File: src/rtl/testport_snoop_fifo_if.sv
// Bus between the memory-side snooper and the result checker.
// The snooper takes the slave modport; the bench or upstream logic takes master.
interface testport_snoop_fifo_if #(
    parameter int CNT_W = 4
);
    // Snoop side: mem_wen may be held for several cycles during a stall.
    logic [29:0]      mem_addr;
    logic [31:0]      mem_wdata;
    logic             mem_wen;

    // Checker side valid/ready: the head entry (out_data/out_last/out_ts) is
    // stable while out_valid=1 and out_ready=0; it is consumed on the rising
    // clock edge where out_valid & out_ready are both high; out_ready may be
    // high while out_valid is low, which has no effect.
    logic             out_valid;
    logic [31:0]      out_data;
    logic             out_last;
    logic             out_ready;
    logic [15:0]      out_ts;

    // Status
    logic             active;
    logic             done;
    logic             overflow;
    logic [7:0]       drop_cnt;
    logic [CNT_W-1:0] count;

    modport master (
        output mem_addr, mem_wdata, mem_wen, out_ready,
        input  out_valid, out_data, out_last, out_ts,
        input  active, done, overflow, drop_cnt, count
    );

    modport slave (
        input  mem_addr, mem_wdata, mem_wen, out_ready,
        output out_valid, out_data, out_last, out_ts,
        output active, done, overflow, drop_cnt, count
    );
endinterface

File: src/rtl/testport_snoop_fifo.sv
// Test-port write snooper: edge-detects stores, frames a BEGIN..END session, buffers in a FWFT FIFO.
// Optional per-entry session timestamps are enabled with `define TESTPORT_TS_EN.
module testport_snoop_fifo #(
    parameter logic [29:0] TEST_PORT = 30'h3FF,
    parameter logic [31:0] BEGIN_SYM = 32'h00000168,
    parameter logic [31:0] END_SYM   = 32'hFFFFFD5D,
    parameter int          DEPTH     = 8,
    parameter int          CNT_W     = 4
) (
    input logic                  clk,
    input logic                  rst,
    testport_snoop_fifo_if.slave bus
);
    localparam int PTR_W = $clog2(DEPTH);

    typedef enum logic [1:0] {
        IDLE    = 2'd0,
        CAPTURE = 2'd1,
        DONE    = 2'd2
    } state_e;

    state_e           state_q, state_d;
    logic             wen_q;
    logic [31:0]      sw;
    logic             evt;
    logic             open_evt;
    logic             pop;
    logic             push;
    logic             drop;
    logic             full;

    logic [PTR_W-1:0] wr_ptr_q, rd_ptr_q;
    logic [CNT_W-1:0] count_q;
    logic             overflow_q;
    logic [7:0]       drop_cnt_q;
    logic [31:0]      data_mem [DEPTH];
    logic             last_mem [DEPTH];

    always_comb begin
        sw       = {bus.mem_wdata[7:0], bus.mem_wdata[15:8],
                    bus.mem_wdata[23:16], bus.mem_wdata[31:24]};
        // Rising edge of wen: a stalled write held for N cycles is one event.
        evt      = bus.mem_wen & ~wen_q & (bus.mem_addr == TEST_PORT);
        pop      = (count_q != '0) & bus.out_ready;
        full     = (count_q >= CNT_W'(DEPTH));
        state_d  = state_q;
        open_evt = 1'b0;
        push     = 1'b0;
        drop     = 1'b0;
        case (state_q)
            IDLE: begin
                if (evt && (sw == BEGIN_SYM)) begin
                    state_d  = CAPTURE;
                    open_evt = 1'b1;
                end
            end
            CAPTURE: begin
                if (evt) begin
                    // A full FIFO still takes the entry if the head leaves this cycle.
                    if (!full || pop) push = 1'b1;
                    else              drop = 1'b1;
                    if (sw == END_SYM) state_d = DONE;
                end
            end
            DONE:    state_d = DONE;
            default: state_d = IDLE;
        endcase
    end

    always_ff @(posedge clk or posedge rst) begin
        if (rst) begin
            state_q <= IDLE;
            wen_q   <= 1'b0;
        end else begin
            state_q <= state_d;
            wen_q   <= bus.mem_wen;
        end
    end

    always_ff @(posedge clk or posedge rst) begin
        if (rst) begin
            wr_ptr_q   <= '0;
            rd_ptr_q   <= '0;
            count_q    <= '0;
            overflow_q <= 1'b0;
            drop_cnt_q <= '0;
        end else begin
            if (push) wr_ptr_q <= wr_ptr_q + PTR_W'(1);
            if (pop)  rd_ptr_q <= rd_ptr_q + PTR_W'(1);
            case ({push, pop})
                2'b10:   count_q <= count_q + CNT_W'(1);
                2'b01:   count_q <= count_q - CNT_W'(1);
                default: count_q <= count_q;
            endcase
            if (drop) begin
                overflow_q <= 1'b1;
                if (drop_cnt_q != 8'hFF) drop_cnt_q <= drop_cnt_q + 8'd1;
            end
        end
    end

    // Storage is not reset; the head is masked by out_valid instead.
    always_ff @(posedge clk) begin
        if (push) begin
            data_mem[wr_ptr_q] <= sw;
            last_mem[wr_ptr_q] <= (sw == END_SYM);
        end
    end

`ifdef TESTPORT_TS_EN
    logic [15:0] ts_q;
    logic [15:0] ts_mem [DEPTH];

    always_ff @(posedge clk or posedge rst) begin
        if (rst)                     ts_q <= '0;
        else if (open_evt)           ts_q <= '0;
        else if (state_q == CAPTURE) ts_q <= ts_q + 16'd1;
    end

    always_ff @(posedge clk) begin
        if (push) ts_mem[wr_ptr_q] <= ts_q;
    end

    assign bus.out_ts = bus.out_valid ? ts_mem[rd_ptr_q] : 16'd0;
`else
    assign bus.out_ts = 16'd0;
`endif

    assign bus.out_valid = (count_q != '0);
    assign bus.out_data  = bus.out_valid ? data_mem[rd_ptr_q] : 32'd0;
    assign bus.out_last  = bus.out_valid & last_mem[rd_ptr_q];
    assign bus.active    = (state_q == CAPTURE);
    assign bus.done      = (state_q == DONE);
    assign bus.overflow  = overflow_q;
    assign bus.drop_cnt  = drop_cnt_q;
    assign bus.count     = count_q;
endmodule

File: src/flat_wrapper.sv
// flat-port wrapper written by rule: the top's interface ports become plain ports
module testport_snoop_fifo_flat 
#(
    parameter logic [29:0] TEST_PORT = 30'h3FF,
    parameter logic [31:0] BEGIN_SYM = 32'h00000168,
    parameter logic [31:0] END_SYM   = 32'hFFFFFD5D,
    parameter int          DEPTH     = 8,
    parameter int          CNT_W     = 4
)
  (clk, rst, bus_mem_addr, bus_mem_wdata, bus_mem_wen, bus_out_ready, bus_out_valid, bus_out_data, bus_out_last, bus_out_ts, bus_active, bus_done, bus_overflow, bus_drop_cnt, bus_count);
  testport_snoop_fifo_if #(.CNT_W(CNT_W)) bus_i ();
  input logic clk;
  input logic rst;
  input wire logic [$bits(bus_i.mem_addr)-1:0] bus_mem_addr;
  input wire logic [$bits(bus_i.mem_wdata)-1:0] bus_mem_wdata;
  input wire logic [$bits(bus_i.mem_wen)-1:0] bus_mem_wen;
  input wire logic [$bits(bus_i.out_ready)-1:0] bus_out_ready;
  output wire logic [$bits(bus_i.out_valid)-1:0] bus_out_valid;
  output wire logic [$bits(bus_i.out_data)-1:0] bus_out_data;
  output wire logic [$bits(bus_i.out_last)-1:0] bus_out_last;
  output wire logic [$bits(bus_i.out_ts)-1:0] bus_out_ts;
  output wire logic [$bits(bus_i.active)-1:0] bus_active;
  output wire logic [$bits(bus_i.done)-1:0] bus_done;
  output wire logic [$bits(bus_i.overflow)-1:0] bus_overflow;
  output wire logic [$bits(bus_i.drop_cnt)-1:0] bus_drop_cnt;
  output wire logic [$bits(bus_i.count)-1:0] bus_count;
  assign bus_i.mem_addr = bus_mem_addr;
  assign bus_i.mem_wdata = bus_mem_wdata;
  assign bus_i.mem_wen = bus_mem_wen;
  assign bus_i.out_ready = bus_out_ready;
  assign bus_out_valid = bus_i.out_valid;
  assign bus_out_data = bus_i.out_data;
  assign bus_out_last = bus_i.out_last;
  assign bus_out_ts = bus_i.out_ts;
  assign bus_active = bus_i.active;
  assign bus_done = bus_i.done;
  assign bus_overflow = bus_i.overflow;
  assign bus_drop_cnt = bus_i.drop_cnt;
  assign bus_count = bus_i.count;
  testport_snoop_fifo #(.TEST_PORT(TEST_PORT), .BEGIN_SYM(BEGIN_SYM), .END_SYM(END_SYM), .DEPTH(DEPTH), .CNT_W(CNT_W)) u_core (.clk(clk), .rst(rst), .bus(bus_i));
endmodule
File: config.mk
export PLATFORM = sky130hd
export DESIGN_NAME = testport_snoop_fifo_flat
export DESIGN_NICKNAME = d
export VERILOG_FILES = /design/src/rtl/testport_snoop_fifo_if.sv /design/src/rtl/testport_snoop_fifo.sv /design/src/flat_wrapper.sv
export SDC_FILE = /design/constraint.sdc
export NUM_CORES = 1
export LEC_CHECK = 0
export BUFFER_PORTS_ARGS = -buffer_cell sky130_fd_sc_hd__buf_2
export CAP_MARGIN = 20
export CORE_ASPECT_RATIO = 0.5
export CORE_MARGIN = 8
export CORE_UTILIZATION = 25
export CTS_BUF_LIST = sky130_fd_sc_hd__clkbuf_4 sky130_fd_sc_hd__clkbuf_8
export DETAILED_ROUTE_END_ITERATION = 10
export SETUP_SLACK_MARGIN = 0.1
export SLEW_MARGIN = 10
export SYNTH_ARGS = -nofsm -noshare
export SYNTH_HDL_FRONTEND = slang
export SYNTH_SLANG_ARGS = --single-unit
File: constraint.sdc
create_clock -name clk -period 5.1 [get_ports clk]
set_input_delay 0.51 -clock clk [delete_from_list [all_inputs] [get_ports clk]]
set_output_delay 0.51 -clock clk [all_outputs]
set_load 0.01 [all_outputs]
==> flow_summary.yaml, run 1 <==
timing:
  slew_violations: 0
  postLayoutSetupSlackWorst_ps: 1690
  finalCritPeriodShare: 0.668
  tns_ps: 0
  max_clock_freq_mhz: 293
  min_period_ps: 3410
  setup_viol: 0
  rsz0062_at_grt: "no"
  finalHoldViolations: 0
  tightest_slew_ps: 878
  slew_headroom: 0.414
  fin_skew_ps: 31.7
cts:
  cts_setup_buffers: 0
  clock_latency_ps: 560
  cts_buffers: 47
  post_cts_resized: 0
  root_buffer: "clkbuf_8"
  cts.sinks: 286
  clk_pin_slew_ps: 50
  cts_hold_buf: 0
  clockBufferDepth: 3
  h-tree-depth: 2
  tritoncts: "done"
synth:
  yosysWarnings: 0
  ys_types: 41
  syn_area_mm2: 0.0115
  ys_seq_area_frac: 0.735
  avgSynthCellArea_um2: 20.2
  synth_seq_cells: 286
  syn_inst: 572
place:
  dp_cells: 1273
  portBuffers: 114
  pre_cts_slack_ps: 1530
  globalplace.congestion: 0.732
  hpwl_um: 15900
route:
  vias: 5851
  routed_wl_um: 25200
  viasPerCell: 4.30
  dr.first_iter.drc_count: 246
  drc: 0
  drt-pass1-iter-count: 4
  antenna_left: 0
  routedWlPerCell_um: 18.5
floorplan:
  fp-row-count: 55
  start_util: 0.254
  die_h_um: 168
  die_w_um: 320
  dieArea_mm2: 0.0537
  ios: 131
  core_area_mm2: 0.0453
critical_path:
  reg2reg_from: "u_core.wen_q"
  cp-startpoint: "u_core.rd_ptr_q[0]"
  r2r_slack_ps: 2220
  critPathKind: "reg2out"
  rr_worst_depth: 6
  endpoint: "bus_out_last"
  worstSetupStartpointType: "register"
  cp.arrival_ps: 2900
  r2r_end: "u_core.data_mem[7][8]"
  path_max_fanout: 35
  crit_required_ps: 4590
  endpoint_kind: "primary output"
grt:
  grt_first_pass_wirelength_um: 38300
  track_usage: 0.0909
  grt_max_degree: 36
  first_global_vias: 6447
  grt-ovfl-total: 0
  antenna_found_initial: 1
power_and_ir_drop:
  peakVddDrop_mv: 0.226
  p_leak_nw: 4.75
  power_density_mw_per_mm2: 465
  p_total_mw: 6.44
cells_and_area:
  nets: 800
  final_common_cell: "edfxtp_1"
  fillers: 4386
  seq_area_mm2: 0.00848
  instances_no_fill: 1360
  areaGrowthSynthToFinish_pct: 20.0
  final_cell_mix: "edfxtp_1 (264), buf_2 (114), mux4_2 (66)"
  multi_input_area_mm2: 0.00292
  layout-drive-gt1-share: 0.392
hold_path:
  hold_path.class: "in2reg"
run_status:
  status: "finished, final reports clean"
job:
  maxCapViolCount: 0
[cell usage after synthesis]
cell type    n  share of area
mux2_4       2         0.0026
clkbuf_1    13         0.0042
nor2b_1      4         0.0022
nor3b_2      2         0.0022
nand2_2      1        0.00054
xor2_1       7         0.0053
nor4_4       1         0.0018
nand2b_4     1         0.0012
nand3_2      1        0.00087
nand3_1      2        0.00087
xnor2_1      9         0.0068
nor4_2       4         0.0043
o2111a_1     1        0.00098
nor4b_1      1        0.00076
nor2_1      38          0.012
nand4bb_1    1        0.00098
nor3b_1      3         0.0020
and3_1       3         0.0016
nor3_1       4         0.0017
ha_1        10          0.011
dfrtp_1     22          0.048
a22o_1       1        0.00076
a21oi_1      3         0.0013
nor4b_2      1         0.0013
a211oi_1     1        0.00065
mux4_2      66           0.13
nor4_1       7         0.0038
nand4b_1     2         0.0015
buf_1        6         0.0020
nand2_1      9         0.0029
buf_4       18          0.012
o21ai_0      1        0.00043
a31o_2       1        0.00076
nand4_1     13         0.0071
mux2_2       4         0.0039
and3b_1      1        0.00076
mux2i_1     33          0.029
edfxtp_1   264           0.69
inv_1        5         0.0016
buf_2        5         0.0022
conb_1       1        0.00033
[how the worst min path moves through the flow]
stage / from / end / slack (ps) / depth (start not counted)
global route: bus_mem_wen / u_core.wen_q / 70 / 1
finish: bus_mem_wen / u_core.wen_q / 100 / 1
CTS: bus_mem_wen / u_core.wen_q / 70 / 1
detailed placement: u_core.rd_ptr_q[2] / u_core.rd_ptr_q[2] / 460 / 1
global placement: u_core.rd_ptr_q[2] / u_core.rd_ptr_q[2] / 460 / 1
floorplan: rst / u_core.bus.count[0] / 500 / 1
[final cells by class]
| class | instances | share of cell area |
|---|---|---|
| antenna | 1 | 0.000181 |
| clock buffer | 64 | 0.0564 |
| clock inverter | 22 | 0.0136 |
| inverter | 5 | 0.00136 |
| multi-input combinational | 254 | 0.211 |
| sequential | 286 | 0.613 |
| tap | 598 | 0.0541 |
| timing repair buffer | 130 | 0.0508 |
[kinds of logic after synthesis]
logic type / after synthesis / share of synthesized area
other: 1 / 0.000325
adder cells (fa/ha/maj): 10 / 0.0109
multiplexers: 105 / 0.164
buffers and inverters: 47 / 0.0217
AO/OA/AOI/OAI: 8 / 0.00488
XOR/XNOR: 16 / 0.0122
flip-flops: 286 / 0.735
AND/OR/NAND/NOR: 99 / 0.0508
[critical path, cell delays in order, from the launching register on]
cell and delay, ps:
dfrtp_4 930, buf_12 370, mux4_2 570, mux2i_1 240, nor2_1 60, buf_2 150
[layer usage]
metal  routed length, um  GRT usage  vias to the layer above  share of wire
met5                   0          0                        -              0
met4                 567     0.0301                        0          0.023
met3                 948     0.0156                       43          0.038
met2               13800      0.174                      132           0.55
met1                9860      0.102                     3065           0.39
li1                    -          -                     2611              -
[power by group]
group | total [mW] | internal, mW | switching (mW) | leakage [nW]
sequential | 2.78 | 2.59 | 0.187 | 2.64
combinational | 1.64 | 0.844 | 0.798 | 1.59
clock | 2.02 | 1.15 | 0.866 | 0.509
total | 6.44 | 4.59 | 1.85 | 4.75
[registers in the layout, indices dropped and copies added (netlist names)]
name	flops
u_core.last_mem	8
u_core.bus.count	4
u_core.wen_q	1
u_core.state_q	2
u_core.data_mem	256
u_core.wr_ptr_q	3
u_core.bus.drop_cnt	8
u_core.bus.overflow	1
u_core.rd_ptr_q	3
[metrics by stage]
step	utilization	instance area, um2	hold WS [ps]
floorplan	-	11600	499
global placement	0.284	12900	456
CTS	0.305	13800	67.2
finish	0.305	13800	104
detailed placement	0.284	12900	457
global route	0.305	13800	71.4
No activity file was read; power rests on OpenSTA's default activity.
==> run 2, diff against run 1 <==
==> constraint.sdc (replaced) <==
create_clock -name clk -period 2.9 [get_ports clk]
set_input_delay 0.29 -clock clk [delete_from_list [all_inputs] [get_ports clk]]
set_output_delay 0.29 -clock clk [all_outputs]
set_load 0.01 [all_outputs]
==> run 2 against run 1 <==
Against the previous run: critical path depth stayed put; final cell count is 0.15% higher; sequential cell count stayed put; worst setup slack worse by 1500 ps; utilization is 0.24 points higher; hold slack worse by 72 ps; combinational power is 91% higher; first-iteration DRC count is 25% higher; clock skew is 1.4 ps lower; clock power is 55% higher; critical endpoint is now bus_out_data[30].
==> flow_summary.yaml, run 2 (synthesized netlist as in run 1, its figures left out) <==
cells_and_area:
  top_register: "u_core.data_mem"
  nets: 807
  instances_no_fill: 1362
  final_common_cell: "edfxtp_1"
  final_area_mm2: 0.0139
  post-route-util: 0.308
  final_cell_mix: "edfxtp_1 (264), buf_2 (114), mux4_2 (66)"
  largest_register_ffs: 256
  areaGrowthSynthToFinish_pct: 21.0
  layout-drive-gt1-share: 0.376
cts:
  root_buffer: "clkbuf_8"
  cts_setup_buffers: 0
  h-tree-depth: 2
  cts_buffers: 45
  clock_latency_ps: 560
  clk_pin_slew_ps: 60
  tritoncts: "done"
  cts.sinks: 286
  clockBufferDepth: 3
grt:
  track_usage: 0.0894
  grt_max_degree: 43
  grt-ovfl-total: 0
  antenna_found_initial: 1
  first_global_vias: 6432
  grt_first_pass_wirelength_um: 37700
critical_path:
  slowest_stage: "mux4_2"
  path_cells: "buf_12 -> mux4_2 -> mux2i_1 -> nor2_1 -> buf_2"
  cp.arrival_ps: 2380
  worstSetupStartpointType: "register"
  crit_required_ps: 2610
  endpoint_kind: "primary output"
  critical-path-top-delay-family: "multiplexers"
  path_max_fanout: 28
  cp_num_buf_inv: 2
  slowest_delay_ps: 540
  critPathKind: "reg2out"
route:
  viasPerCell: 4.31
  drc: 0
  antenna_left: 0
  drt-pass1-iter-count: 4
  routedWlPerCell_um: 18.3
  dr.first_iter.drc_count: 307
  routed_wl_um: 24900
  vias: 5870
timing:
  slew_headroom: 0.409
  setup_viol: 0
  fin_skew_ps: 30.3
  slew_violations: 0
  min_period_ps: 2670
  max_clock_freq_mhz: 374
  rsz0062_at_grt: "yes"
  tightest_slew_ps: 886
  finalHoldViolations: 0
  finalCritPeriodShare: 0.921
power_and_ir_drop:
  power_density_mw_per_mm2: 789
  p_leak_nw: 4.75
  peakVddDrop_mv: 0.366
floorplan:
  start_util: 0.254
  ios: 131
  core_area_mm2: 0.0453
  dieArea_mm2: 0.0537
  die_w_um: 320
  die_h_um: 168
  fp-row-count: 55
place:
  hpwl_um: 14600
  portBuffers: 114
  place_area_mm2: 0.0130
  globalplace.congestion: 0.679
  dp_cells: 1275
hold_path:
  hold_path.class: "in2reg"
job:
  maxCapViolCount: 0
run_status:
  status: "finished, final reports clean"
run 2: final timing paths:
check | end | depth (start not counted) | slack [ps] | startpoint
setup / recovery | bus_out_data[30] | 5 | 230 | u_core.rd_ptr_q[0]
hold / removal | u_core.data_mem[2][19] | 1 | 30 | bus_mem_wdata[11]
setup reg to reg | u_core.bus.count[2] | 11 | 510 | u_core.wen_q
hold reg to reg | u_core.bus.overflow | 1 | 470 | u_core.bus.overflow
max in group asynchronous | u_core.rd_ptr_q[0] | 3 | 1770 | rst
min in group asynchronous | u_core.rd_ptr_q[0] | 3 | 490 | rst
run 2: stage by stage:
step           setup TNS [ps]  hold WS, ps  setup WS, ps  power (mW)
2_1_floorplan           -9970          279          -302        6.90
6_report                    0         31.2           229        11.0
3_3_place_gp                0          445           197        7.95
3_5_place_dp                0          440           181        8.00
4_1_cts                     0        0.885           129        11.2
5_1_grt                     0         7.67           103        11.6
run 2: cell type report:
type                       count  area [um2]
sequential                   286        8480
tap                          598         748
timing repair buffer         139         923
clock buffer                  58         729
inverter                       5        18.8
multi-input combinational    254        2950
fill                        4386       31400
clock inverter                21        97.6
antenna                        1        2.50
run 2: timing repair:
action,in CTS,in global routing
hold buffers,6,0
hold endpoints to repair,36,0
endpoints found under the setup margin,0,1
resized for setup,0,1
run 2: report_power, final:
group	total (mW)	switching (mW)	internal (mW)
registers	4.73	0.167	4.56
logic	3.14	1.57	1.57
clock network	3.13	1.49	1.64
run 2: per-layer routing:
metal | GRT usage | share of wire | vias to the layer above
met5 | 0 | 0 | -
met4 | 0.0301 | 0.020 | 0
met3 | 0.0174 | 0.047 | 40
met2 | 0.167 | 0.53 | 149
met1 | 0.102 | 0.40 | 3061
li1 | - | - | 2620
